===== src/rtl/jb_block_request_pkg.sv =====
// Shared pipeline definitions for jump/branch stall handshaking: opcodes, kinds, FSM states.
// No logic; zero latency, no backpressure.
package jb_block_request_pkg;

    localparam logic [6:0] OP_JAL    = 7'b1101111;
    localparam logic [6:0] OP_JALR   = 7'b1100111;
    localparam logic [6:0] OP_BRANCH = 7'b1100011;

    typedef enum logic [1:0] {
        JB_NONE   = 2'd0,
        JB_JAL    = 2'd1,
        JB_JALR   = 2'd2,
        JB_BRANCH = 2'd3
    } jb_kind_t;

    localparam logic [1:0] S_IDLE     = 2'd0;
    localparam logic [1:0] S_REQ      = 2'd1;
    localparam logic [1:0] S_WAIT_ACK = 2'd2;
    localparam logic [1:0] S_HOLD     = 2'd3;

endpackage


===== src/rtl/jb_block_request_opcode_decode.sv =====
// Classifies an RV32 opcode as JAL, JALR, BRANCH or none.
// Purely combinational, zero latency; no flow control.
module jb_opcode_decode
    import jb_block_request_pkg::*;
(
    input  logic [6:0] opcode,
    output jb_kind_t   kind
);

    always_comb begin
        kind = JB_NONE;
        case (opcode)
            OP_JAL:    kind = JB_JAL;
            OP_JALR:   kind = JB_JALR;
            OP_BRANCH: kind = JB_BRANCH;
            default:   kind = JB_NONE;
        endcase
    end

endmodule


===== src/rtl/jb_block_request.sv =====
// Initiator of the jump/branch stall: one-cycle block request, then tracks JBPCSrc to completion.
// block follows the trigger by 1 cycle; ID inputs are ignored while busy (pipeline frozen, nothing queued).
module jb_block_request
    import jb_block_request_pkg::*;
#(
    parameter int XLEN        = 32,
    parameter int ACK_TIMEOUT = 4,
    parameter int HOLD_MAX    = 8,
    parameter int CNT_W       = 16
) (
    input  logic             CLK,
    input  logic             RST,
    input  logic             instr_valid,
    input  logic [XLEN-1:0]  instr,
    input  logic [XLEN-1:0]  pc_id,
    input  logic             JBPCSrc,
    output logic             block,
    output logic             busy,
    output logic [1:0]       jb_kind,
    output logic [XLEN-1:0]  jb_pc,
    output logic             err,
    output logic [CNT_W-1:0] jb_count
);

    localparam int ACK_W  = $clog2(ACK_TIMEOUT + 1);
    localparam int HOLD_W = $clog2(HOLD_MAX + 1);

    logic [1:0]        state;
    logic              suppress;
    logic [ACK_W-1:0]  ack_tmr;
    logic [HOLD_W-1:0] hold_tmr;
    logic [HOLD_W-1:0] hold_nxt;
    jb_kind_t          dec_kind;
    logic              is_cti;
    logic              trigger;
    logic              unused_instr_hi;

    jb_opcode_decode u_decode (
        .opcode (instr[6:0]),
        .kind   (dec_kind)
    );

    assign unused_instr_hi = ^instr[XLEN-1:7];
    assign is_cti   = (dec_kind != JB_NONE);
    assign hold_nxt = hold_tmr + 1'b1;

    // The frozen instruction re-presents the same PC after the stall; don't request twice for it.
    assign trigger = (state == S_IDLE) && instr_valid && is_cti
                   && !(suppress && (pc_id == jb_pc));

    always_ff @(posedge CLK) begin
        if (RST) begin
            state    <= S_IDLE;
            block    <= 1'b0;
            busy     <= 1'b0;
            jb_kind  <= 2'd0;
            jb_pc    <= '0;
            err      <= 1'b0;
            jb_count <= '0;
            suppress <= 1'b0;
            ack_tmr  <= '0;
            hold_tmr <= '0;
        end else begin
            block <= 1'b0;
            case (state)
                S_IDLE: begin
                    if (instr_valid && (!is_cti || (pc_id != jb_pc)))
                        suppress <= 1'b0;
                    if (trigger) begin
                        state   <= S_REQ;
                        block   <= 1'b1;
                        busy    <= 1'b1;
                        jb_pc   <= pc_id;
                        jb_kind <= dec_kind;
                        if (jb_count != {CNT_W{1'b1}})
                            jb_count <= jb_count + 1'b1;
                    end
                end
                S_REQ: begin
                    if (JBPCSrc) begin
                        state    <= S_HOLD;
                        hold_tmr <= '0;
                    end else begin
                        state   <= S_WAIT_ACK;
                        ack_tmr <= ACK_W'(1);
                    end
                end
                S_WAIT_ACK: begin
                    // ack_tmr counts cycles since block; ACK_TIMEOUT is the last cycle an ack is accepted.
                    if (JBPCSrc) begin
                        state    <= S_HOLD;
                        hold_tmr <= '0;
                    end else if (ack_tmr == ACK_W'(ACK_TIMEOUT)) begin
                        err   <= 1'b1;
                        busy  <= 1'b0;
                        state <= S_IDLE;
                    end else begin
                        ack_tmr <= ack_tmr + 1'b1;
                    end
                end
                S_HOLD: begin
                    if (!JBPCSrc) begin
                        state    <= S_IDLE;
                        busy     <= 1'b0;
                        suppress <= 1'b1;
                    end else if (hold_nxt == HOLD_W'(HOLD_MAX)) begin
                        err      <= 1'b1;
                        busy     <= 1'b0;
                        state    <= S_IDLE;
                        suppress <= 1'b1;
                    end else begin
                        hold_tmr <= hold_nxt;
                    end
                end
                default: state <= S_IDLE;
            endcase
        end
    end

endmodule


===== config.mk =====
export PLATFORM = sky130hd
export DESIGN_NAME = jb_block_request
export DESIGN_NICKNAME = d
export VERILOG_FILES = /design/src/rtl/jb_block_request_pkg.sv /design/src/rtl/jb_block_request_opcode_decode.sv /design/src/rtl/jb_block_request.sv
export SDC_FILE = /design/constraint.sdc
export NUM_CORES = 1
export LEC_CHECK = 0
export BUFFER_PORTS_ARGS = -buffer_cell sky130_fd_sc_hd__clkbuf_2
export CORE_ASPECT_RATIO = 1.5
export CORE_MARGIN = 1
export CORE_UTILIZATION = 55
export CTS_BUF_LIST = sky130_fd_sc_hd__clkbuf_16
export CTS_CLUSTER_DIAMETER = 30
export DETAILED_ROUTE_END_ITERATION = 8
export PLACE_DENSITY_LB_ADDON = 0.2
export SETUP_SLACK_MARGIN = 0.1
export SKIP_CTS_REPAIR_TIMING = 1
export SLEW_MARGIN = 20
export SYNTH_ARGS = -nofsm -noshare
export SYNTH_HDL_FRONTEND = slang
export SYNTH_HIERARCHICAL = 1
export SYNTH_SLANG_ARGS = --single-unit

===== constraint.sdc =====
create_clock -name CLK -period 3.8 [get_ports CLK]
set_input_delay 0.76 -clock CLK [delete_from_list [all_inputs] [get_ports CLK]]
set_output_delay 0.76 -clock CLK [all_outputs]
set_load 0.03 [all_outputs]

== After elaboration in Yosys (flattened, before gate mapping) ==
Cells that the tools add are included.

* Add/sub/neg operators: 3
* Equality and inequality tests: 23
* Muxes and demuxes: 31
* Bitwise logic cells: 1
* Reductions and logical operators: 25

{| class="wikitable"
|+ Operator list
! cell !! number
|-
| $eq A32 B32 Y1 || 1
|-
| $ne A32 B32 Y1 || 1
|-
| $eq A7 B7 Y1 const B || 3
|-
| $add A16 B1 Y16 const B || 1
|-
| $ne A16 B16 Y1 const B || 1
|-
| $ne A2 B2 Y1 const B || 8
|-
| $mux W1 || 13
|-
| $mux W4 || 3
|-
| $mux W2 || 5
|-
| $reduce_and A5 Y1 || 2
|-
| $reduce_bool A2 Y1 || 5
|-
| $mux W3 || 3
|-
| $reduce_and A3 Y1 || 3
|-
| $pmux W2 S4 || 1
|-
| $pmux W4 S2 || 1
|-
| $reduce_and A4 Y1 || 2
|-
| $ne A3 B3 Y1 const B || 2
|-
| $pmux W2 S3 || 1
|-
| $pmux W3 S2 || 1
|-
| $logic_and A1 B1 Y1 || 5
|-
| $add A4 B1 Y4 const B || 1
|-
| $eq A2 B2 Y1 const B || 2
|-
| $eq A4 B4 Y1 const B || 1
|-
| $ne A2 B1 Y1 const B || 2
|-
| 12 further kinds || 15
|}

* Flip-flop bits (word level): 63
* Input port bits: 68
* Output and inout bits: 53
* Word-level logic and storage cells: 93

== Depth between registers and ports, before layout ==
* Depth after elaboration: 8
* Gate-level depth with buffers: 9
* Mapped depth without buffers: 8

== Hierarchy ==
Netlist, hierarchy kept.

{| class="wikitable"
|+ Modules (own cells, without submodules)
! module !! times used !! cells an instance !! area an instance (um^2) !! sequential area each (um^2)
|-
| jb_block_request || 1 || 417 || 3643.5 || 1261.2
|-
| jb_opcode_decode || 1 || 5 || 52.6 || 0.0
|}

== Worst setup path before layout ==
No wires, ideal clock.

* Path type: input to register
* Start point: input port instr[4]
* End point: register jb_count[15]
* Library setup time: 0.121 ns
* Arrival time: 2.307 ns
* Data required time: 3.679 ns
* Slack: 1.373 ns
* Stages on the path: 8
* Path buffers: 0
* Cells stage by stage: nand3b_4 nor3_2 nor2_1 nor2_1 and3_1 nand4_1 nor3_1 mux2_2

* Cells in the longest elaborated chain, start to end: 6
* Elaborated cells on any way between the ends: 8
* Classes of those cells: eq/ne (3); mux (1); reduce/logical (4)

{| class="wikitable"
|+ Ends and longest elaborated chain
! element !! line !! RTL
|-
| start, declared || jb_block_request.sv:14 || <nowiki>input logic [XLEN-1:0] instr,</nowiki>
|-
| $eq A7 B7 Y1 || jb_block_request_opcode_decode.sv:12 || <nowiki>case (opcode)</nowiki>
|-
| $pmux W2 S3 (*) || jb_block_request_opcode_decode.sv:12 ||
|-
| via dec_kind[0] || jb_block_request.sv:33 || <nowiki>jb_kind_t dec_kind;</nowiki>
|-
| $reduce_bool A2 Y1 (*) || jb_block_request.sv:44 || <nowiki>assign is_cti = (dec_kind != JB_NONE);</nowiki>
|-
| $logic_and A1 B1 Y1 (*) || jb_block_request.sv:48 || <nowiki>assign trigger = (state == S_IDLE) && instr_valid && is_cti</nowiki>
|-
| $logic_and A1 B1 Y1 (*) || jb_block_request.sv:49 || <nowiki>&& !(suppress && (pc_id == jb_pc));</nowiki>
|-
| $reduce_and A3 Y1 (no source line) (*) || - ||
|-
| end signal, assigned || jb_block_request.sv:76 || <nowiki>jb_count <= jb_count + 1'b1;</nowiki>
|-
| end, declared || jb_block_request.sv:22 || <nowiki>output logic [CNT_W-1:0] jb_count</nowiki>
|}

The timed path passes the listed nets; every way through them passes the cells marked *.
A chain may end at the register's enable or synchronous reset.

== Worst setup path after layout ==
* Start point: input port pc_id[3]
* End point: register jb_count[4]

* Cells in the longest elaborated chain, start to end: 5

{| class="wikitable"
|+ Ends and longest elaborated chain
! element !! line !! RTL
|-
| start, declared || jb_block_request.sv:15 || <nowiki>input logic [XLEN-1:0] pc_id,</nowiki>
|-
| $eq A32 B32 Y1 || jb_block_request.sv:49 ||
|-
| $logic_and A1 B1 Y1 || jb_block_request.sv:49 ||
|-
| $logic_not A1 Y1 || jb_block_request.sv:49 ||
|-
| $logic_and A1 B1 Y1 || jb_block_request.sv:49 ||
|-
| $reduce_and A3 Y1 (no source line) || - ||
|}

Every way passes these cells.

==> summary.txt <==
global-route wire length before repair: 13,600 µm
worst-path fanout max: 17
drt via density: 5.58
Hold WC Path Type: reg -> reg
Post-synth ARST share: 0
Syn Nets: 499
max_cap viols: 0
slowest cell on the critical path: and4bb_1
Worst setup SP type: primary input
CP required: 4.01 ns
Mapped Cells: 422
WP data arrival: 2.90 ns
n_diodes: 0
list of most frequent post-synthesis cells: nand2b_1 (72), dfxtp_1 (63), mux2i_1 (38)
fill count: 545
Core Util, Final: 0.693
port bufs: 95
Remaining Overflow, GRT: 0
Synth Warn #: 6
number of enable flip-flop cells after synthesis: 0
Placement Cell Area: 4220 µm²
Final Max Slew Viols: 0
Residual DRC: 0
synthesized flop and latch total: 63
Final ANT Viol Nets: 0
CP Cell Sequence: clkbuf_2 > xor2_1 > nor4_1 > nand2_1 > and4bb_1 > buf_4 > nor3_1 > mux2_2
fin crit share: 0.707
Worst path top cell family by delay: simple AND/OR/NAND/NOR gates
Starting DRT DRC Count: 192
hpwl dp: 6150 µm
leakage: 1.76 nW
die width: 68.9 µm
vias in the first global route: 3,112
synth top area cells: dfxtp_1 (34%), nand2b_1 (12%), mux2i_1 (10%), xnor2_1 (5.7%), ha_1 (3.0%)
routed wire length per instance: 14.1 µm
highest clock rate: 372 MHz
status: finished clean
DRT Wirelength: 8380 µm
area grow syn2layout: 21.7%
vias post-DR: 3,315
Power Dens Cells: 368 nW/µm²
RSZ-0062 raised after global routing: no
Num CTS Buffers: 9
Slew @ Worst Pin: 0.875 ns
total die area: 7060 µm²
total track usage: 0.253
CTS sink count: 63
final hold violation count: 0
WP buf/inv: 2
initial antenna violation count: 0
H-tree levels: 3
Longest Clk Path Bufs: 2
initial core utilization: 0.570
routability cong.: 0.796
mapped cell area: 3700 µm²
final instance area: 4500 µm²
Setup TNS: 0 ns
clk_skew: 0.00699 ns
syn avg cell area: 8.76 µm²
row count: 36
worst vdd rail ir drop: 0.276 mV
worst reg2reg setup slack: 1.30 ns
Most used DFF post-synth: dfxtp_1
Tmin final: 2.69 ns
largest area contributor in the netlist: dfxtp_1
clk_lat worst skew: 0.33 ns
Core Area: 6490 µm²
Final setup viols: 0
layout cells sized above 1: 0.245
Crit Path Class: in -> reg
area share of the leading cell type in the synthesized netlist: 0.341
sequential area share after synthesis: 0.341
Root Driver: clkbuf_16
Worst-path clk slew: 0.05 ns
Rel. slew slack: 0.417
largest net degree at the start of global routing: 58
Setup crit end kind: flop
synth unique cells: 50
number of detailed-route iterations in the first pass: 4
CTS tree: built
CP max stage delay: 0.75 ns
most common cell in the netlist: nand2b_1
io pins: 121
Die Ht: 102 µm
nets@finish: 590
[tightest hold or removal path: stages, from the launching register on]
cell      delay (ns)
dfxtp_1         0.31
nand2b_1        0.07
mux2i_1         0.06
[final timing paths]
path                 endpoint  cells past startpoint       start
setup / recovery  jb_count[4]                      8    pc_id[3]
setup reg to reg  jb_count[4]                      7    jb_pc[3]
hold / removal     jb_kind[0]                      2  jb_kind[0]
hold reg to reg    jb_kind[0]                      2  jb_kind[0]
[sequential cells by signal, indices dropped and copies added (netlist names)]
register,flops
jb_count,16
jb_kind,2
jb_pc,32
state,2
hold_tmr,4
block,1
busy,1
suppress,1
ack_tmr,3
err,1
[routing by layer]
metal | track usage | up-vias | part of all wire
li1 | - | 1668 | -
met1 | 0.286 | 1555 | 0.42
met2 | 0.441 | 78 | 0.52
met3 | 0.0580 | 14 | 0.040
met4 | 0.105 | 0 | 0.022
met5 | 0 | - | 0
[area by class of cell]
class	count	area (µm²)	share of cell area
clock buffer	9	225	0.0501
multi-input combinational	330	2310	0.514
clock inverter	7	56.3	0.0125
timing repair buffer	100	513	0.114
inverter	9	33.8	0.00751
tap	76	95.1	0.0211
sequential	63	1260	0.280
[per-stage QoR]
stage / std cells / setup WS [ns] / total power [mW] / hold WS (ns)
3_5_place_dp: 578 / 0.793 / 0.886 / 0.477
4_1_cts: 594 / 1.15 / 1.67 / 0.489
3_3_place_gp: 578 / 0.847 / 0.883 / 0.468
6_report: 594 / 1.11 / 1.65 / 0.485
5_1_grt: 594 / 0.978 / 1.72 / 0.512
2_1_floorplan: 422 / 1.37 / 0.826 / 0.470
[report_power, final]
group          switching, mW  leakage (nW)  internal [mW]
logic                  0.106          1.11         0.0834
clock network          0.284         0.149          0.496
registers             0.0106         0.508          0.674
total                  0.400          1.76           1.25
[cells by family (layout without fill, tap and decap cells)]
logic type | Yosys count | after routing | share of synthesized area
buffers and inverters | 29 | 125 | 0.0342
AOI/OAI and AO/OA | 50 | 50 | 0.0823
muxes | 43 | 43 | 0.118
DFF | 63 | 63 | 0.341
adders and majority gates | 9 | 9 | 0.0305
and+or+nand+nor | 195 | 195 | 0.316
xor gates and xnor gates | 33 | 33 | 0.0782
[placed cells by master, fill, tap and decap left out, types with 6 or more instances in the layout]
master / synthesis / layout
clkbuf_2: 0 / 95
nand2_1: 20 / 20
or4_1: 6 / 6
clkbuf_16: 0 / 9
nand4_1: 15 / 15
xor2_1: 9 / 9
o21ai_0: 14 / 14
dfxtp_1: 63 / 63
mux2i_1: 38 / 38
xnor2_1: 24 / 24
nand3_1: 10 / 10
a21oi_1: 18 / 18
ha_1: 9 / 9
and3_1: 6 / 6
nor2_1: 22 / 22
or3_1: 6 / 6
nand2b_1: 72 / 72
nor4_1: 6 / 6
inv_1: 9 / 11
nor3_1: 8 / 8
No activity file was read; power rests on OpenSTA's default activity.
